**config.mk**
```make
export PLATFORM = sky130hd
export DESIGN_NAME = nes_oam_dma
export DESIGN_NICKNAME = d
export VERILOG_FILES = /design/src/rtl/nes_oam_dma.sv
export SDC_FILE = /design/constraint.sdc
export NUM_CORES = 1
export LEC_CHECK = 0
export ABC_CLOCK_PERIOD_IN_PS = 3250
export CELL_PAD_IN_SITES_DETAIL_PLACEMENT = 0
export CELL_PAD_IN_SITES_GLOBAL_PLACEMENT = 1
export CORE_ASPECT_RATIO = 0.9
export CORE_MARGIN = 2
export CORE_UTILIZATION = 37
export DETAILED_ROUTE_END_ITERATION = 6
export GPL_TIMING_DRIVEN = 1
export PLACE_DENSITY = 0.92
export SYNTH_ARGS = -nofsm -noshare
export SYNTH_HDL_FRONTEND = slang
export SYNTH_SLANG_ARGS = --single-unit
```
**constraint.sdc**
```tcl
create_clock -name clk -period 3.25 [get_ports clk]
set_input_delay 0.65 -clock clk [delete_from_list [all_inputs] [get_ports clk]]
set_output_delay 0.65 -clock clk [all_outputs]
set_load 0.01 [all_outputs]
```
**src/rtl/nes_oam_dma.sv**
```systemverilog
// NES sprite DMA: a write to TRIGGER_ADDR halts the CPU and copies page {page,00..FF}
// to the PPU OAM data port as 256 read/write pairs, with every read on an even cycle.
module nes_oam_dma #(
    parameter logic [15:0] TRIGGER_ADDR = 16'h4014,
    parameter logic [15:0] DEST_ADDR    = 16'h2004
) (
    input  logic        clk,
    input  logic        reset,
    input  logic [15:0] cpu_a,
    input  logic [7:0]  cpu_do,
    input  logic        cpu_rw,
    input  logic [7:0]  mem_di,
    output logic        rdy,
    output logic        dma_active,
    output logic [15:0] dma_a,
    output logic [7:0]  dma_do,
    output logic        dma_rw,
    output logic        busy
);

    typedef enum logic [2:0] {
        IDLE  = 3'd0,
        HALT  = 3'd1,
        ALIGN = 3'd2,
        READ  = 3'd3,
        WRITE = 3'd4
    } state_t;

    state_t      state_q, state_d;
    logic [7:0]  page_q, page_d;
    logic [7:0]  idx_q, idx_d;
    logic [7:0]  data_q, data_d;
    logic        par_q;

    logic        rdy_q, rdy_d;
    logic        dma_active_q, dma_active_d;
    logic        busy_q, busy_d;
    logic [15:0] dma_a_q, dma_a_d;
    logic [7:0]  dma_do_q, dma_do_d;
    logic        dma_rw_q, dma_rw_d;

    always_ff @(posedge clk) begin
        if (reset) begin
            state_q <= IDLE;
            page_q  <= 8'h00;
            idx_q   <= 8'h00;
            data_q  <= 8'h00;
            par_q   <= 1'b0;
        end else begin
            state_q <= state_d;
            page_q  <= page_d;
            idx_q   <= idx_d;
            data_q  <= data_d;
            par_q   <= ~par_q;
        end
    end

    always_comb begin
        state_d = state_q;
        page_d  = page_q;
        idx_d   = idx_q;
        data_d  = data_q;
        case (state_q)
            IDLE: begin
                if (!cpu_rw && cpu_a == TRIGGER_ADDR) begin
                    page_d  = cpu_do;
                    idx_d   = 8'h00;
                    state_d = HALT;
                end
            end
            // The 6502 only stops on a read cycle, so wait out any pending writes.
            HALT: begin
                if (cpu_rw) state_d = ALIGN;
            end
            ALIGN: begin
                if (par_q) state_d = READ;
            end
            READ: begin
                data_d  = mem_di;
                state_d = WRITE;
            end
            WRITE: begin
                idx_d   = idx_q + 8'd1;
                state_d = (idx_q == 8'hFF) ? IDLE : READ;
            end
            default: state_d = IDLE;
        endcase
    end

    // Outputs are decoded from the next state and registered, so they line up with it.
    always_comb begin
        rdy_d        = (state_d == IDLE);
        busy_d       = (state_d != IDLE);
        dma_active_d = (state_d == READ) || (state_d == WRITE);
        dma_rw_d     = (state_d != WRITE);
        dma_a_d      = dma_a_q;
        dma_do_d     = dma_do_q;
        case (state_d)
            READ: begin
                dma_a_d = {page_d, idx_d};
            end
            WRITE: begin
                dma_a_d  = DEST_ADDR;
                dma_do_d = data_d;
            end
            default: begin
                dma_a_d  = dma_a_q;
                dma_do_d = dma_do_q;
            end
        endcase
    end

    always_ff @(posedge clk) begin
        if (reset) begin
            rdy_q        <= 1'b1;
            dma_active_q <= 1'b0;
            busy_q       <= 1'b0;
            dma_a_q      <= 16'h0000;
            dma_do_q     <= 8'h00;
            dma_rw_q     <= 1'b1;
        end else begin
            rdy_q        <= rdy_d;
            dma_active_q <= dma_active_d;
            busy_q       <= busy_d;
            dma_a_q      <= dma_a_d;
            dma_do_q     <= dma_do_d;
            dma_rw_q     <= dma_rw_d;
        end
    end

    assign rdy        = rdy_q;
    assign dma_active = dma_active_q;
    assign busy       = busy_q;
    assign dma_a      = dma_a_q;
    assign dma_do     = dma_do_q;
    assign dma_rw     = dma_rw_q;

endmodule

```
==> results.md <==
- The flow ran to the end, and the final reports show no timing, DRC or antenna violations.
- In the global route stage, overall resource usage came out at between 10% and 20%.
- The leftover overflow at the end of global routing is 0.
- The number of sinks driven by the clock tree is 48.
- The switching fraction of total power is roughly 20%.
- The number of hold buffers added after CTS was 0.
- Counting distinct cell types in the post-synthesis netlist gives between 40 and 50.
- For the pin with the worst max-slew slack, the measured transition is around 1.2 ns.
- The reported leakage power is around 1.2 nW.
- After detailed routing, the number of remaining DRC violations is 0.
- The average wire per standard cell is between 10 and 15 um.
- The startpoint type of the worst setup path is a flip-flop.
- Data arrives at the worst endpoint at about 3 ns.
- The worst endpoint required time is approximately 3.5 ns.
- In this run the cell area measured after placement is about 0.0028 mm2.
- The number of gates resized after cts is 0.
- The first global-routing pass estimated between 8000 and 9000 um of wire.
- In this run the deepest clock path goes through 2 buffers.
- The setup TNS after final layout is 0 ns.
- The final critical path time including I/O delays and setup is ~2.7 ns.
- Summed over all instances, the cell type with the most area after synthesis is sky130_fd_sc_hd__dfxtp_1.
- Traced cell by cell, the critical path runs through inv_1 > and3_1 > nor2_1 > nand3_1 > mux2i_1.
- The final cell area excluding filler cells is between 0.002 and 0.003 mm2.
- The number of antenna violations at the first check in global routing came to 0.
- The share of total power in sequential cells is 53.3%.
- The count of antenna-violating nets left after detailed routing is 0.
- The clock tree synthesis step divided the H-tree into 2 levels.
- The die outline width is 83.7 um.
- In this run the worst path has a maximum fanout of 15.
- The longest individual stage delay on the worst path is 0.94 ns.
- The total count of max-transition violations in the final report is 0.
- Based on the critical path, the design can be clocked at up to 367 MHz.
- The commonest cells after synthesis are sky130_fd_sc_hd__dfxtp_1, sky130_fd_sc_hd__nand2_1, sky130_fd_sc_hd__nor2_1, sky130_fd_sc_hd__mux2i_1, sky130_fd_sc_hd__inv_1.
- The count of warnings emitted by yosys is 0.
- The worst setup path is captured at a flip-flop.
- The worst clock skew is roughly 0.0056 ns.
- Pin placement for this block handled 63 I/O pins.
- Routability-driven placement finished with a final weighted congestion of 0.791.
- The area share of the largest cell type after synthesis is between 40% and 50%.
- The register area share after synthesis is about 45%.
- The maximum vdd drop is approximately 0.00023 V.
- The largest net degree at the start of global routing is 23.
- The most used flip-flop cell after synthesis is sky130_fd_sc_hd__dfxtp_1.
- The path class of the tightest hold or removal check is reg2reg.
- The number of core rows is 26.
- The number of failing hold endpoints at the final stage is 0.
- Counting both buffers and inverters, the worst setup path holds a total of 1.
- The number of violations reported at the end of detailed-routing iteration 0 is about 120.
- Among all cell types in the netlist, the one instantiated most often is sky130_fd_sc_hd__dfxtp_1.
- The final clock period utilization by the worst path is around 84%.
- The clock latency at the later pin of the worst-skew pair is ~0.3 ns.
- At the end of the flow, the number of nets in the layout was around 320.
- Internal power comes to between 0.0008 and 0.0009 W.
- Combinational logic is responsible for ~5.6% of the overall power.
- The net load switching power is between 0.0002 and 0.00025 W.
- The clock root buffer master is sky130_fd_sc_hd__clkbuf_8.
- The post-synth net total is approximately 260.
- Buffers placed on the I/O ports in this run total 62.
- The number of cells produced by synthesis is between 200 and 250.
- Total power for the finished layout comes to 0.00111 W.
- Max-cap violations in this run came to 0.
- Detailed placement finished with a half-perimeter wire length of approximately 3600 um.
- 0 antenna diodes ended up in the layout.
- The register clock-pin slew on the reported worst setup and hold paths is ~0.090 ns.
- A synthesized cell averages 9.32 um2.
- The core area is between 0.005 and 0.006 mm2.
- Yosys mapped a number of flops with a built-in enable equal to 0.
- After synthesis the netlist holds a flip-flop and latch count of 48.
- The smallest hold slack is between 0.4 and 0.5 ns.
- The average via count per standard cell is 5.21.
- The total CTS buffers is 5.
- In this design, the largest share of critical-path delay is due to simple AND/OR/NAND/NOR gates.
- Counting flops with an async set or reset pin after synthesis yields a share of 0%.
- The slowest cell on the critical path is sky130_fd_sc_hd__nor2_1.
- The CTS tree is built.
- The power per cell area is 382 mW/mm2.
- The die outline area is roughly 0.0063 mm2.
- The post-synthesis instance area is approximately 0.0021 mm2.
- The die is between 70 and 80 um tall.
- The via count of the first global-routing pass was 1721.
- The count of TritonRoute iterations in the first routing pass is 4.
- The effective utilization at floorplan is 37.8%.
- By area the synthesized netlist is led by sky130_fd_sc_hd__dfxtp_1, sky130_fd_sc_hd__mux2i_1, sky130_fd_sc_hd__nand2_1.
- The area growth from synthesis to layout is 36.8%.
- Cells with a size suffix above 1 make up around 7.3% of the layout.
- The share of total power dissipated in the clock network is a little over 40%.
- Setup repair after global routing left no endpoint under its margin.
- Post-CTS timing repair inserted 0 buffers for setup.
- The final routed wirelength across all metal layers is roughly 5200 um.
- The final-report setup violation count is 0.
- The worst-case headroom to the max-slew limit is between 20 and 25%.
- The number of vias after detailed routing is 1853.
- The worst setup path is of the reg2reg kind.
registers in the layout, summed over array words and instances, names as in the netlist:
register and flops:
state_q 3, dma_a 16, par_q 1, dma_active 1, page_q 8, dma_do 8
busy 1, dma_rw 1, idx_q 8, rdy 1
power groups by stage:
stage	registers, W	logic, W	clock network, W
2_1_floorplan	0.000603	0.0000146	0
3_3_place_gp	0.000603	0.0000613	0
3_5_place_dp	0.000603	0.0000617	0
4_1_cts	0.000589	0.0000620	0.000467
5_1_grt	0.000589	0.0000657	0.000489
6_report	0.000589	0.0000617	0.000455
placed cells by master (no fill, tap or decap), drive strengths merged, types with 7 or more instances in the layout:
master	n
a21oi	10
and4	8
clkdlybuf4s50	62
dfxtp	48
inv	11
mux2i	12
nand2	32
nand3	7
nor2	15
o21ai	12
cell families (layout without fill, tap and decap cells):
kind of cell	count (synthesis)	count (layout)	share of synthesized area [%]
flops	48	48	45.4
simple gates	90	90	24.9
compound gates	45	45	15.3
fa+ha+maj	1	1	0.591
mux	15	15	7.27
xor+xnor	3	3	1.24
buf+inv	25	84	5.26
cell type report:
type,instances,area (um2)
inverter,12,45.0
tap,70,87.6
multi-input combinational,154,1040
clock inverter,2,38.8
timing repair buffer,64,636
sequential,48,961
clock buffer,6,82.6
fill,523,2700
per-layer routing:
metal / GRT usage [%] / up-vias / part of all wire, %
met5: 0 / - / 0
met4: 5.38 / 0 / 1.1
met3: 4.88 / 4 / 6.0
met2: 27.2 / 55 / 46
met1: 22.0 / 868 / 47
li1: - / 926 / -
stage by stage:
step | instances | utilization [%] | setup slack [ns]
6_report | 356 | 51.7 | 0.527
3_3_place_gp | 348 | 49.6 | 0.451
4_1_cts | 356 | 51.7 | 0.555
2_1_floorplan | 227 | - | 1.10
5_1_grt | 356 | 51.7 | 0.265
3_5_place_dp | 348 | 49.6 | 0.431
final timing paths:
kind              endpoint  slack [ns]  cells past startpoint       start
hold reg to reg      par_q        0.42                      1       par_q
setup / recovery  dma_a[1]        0.53                      5  state_q[2]
setup reg to reg  dma_a[1]        0.53                      5  state_q[2]
hold / removal       par_q        0.42                      1       par_q
No activity file was read; power rests on OpenSTA's default activity.
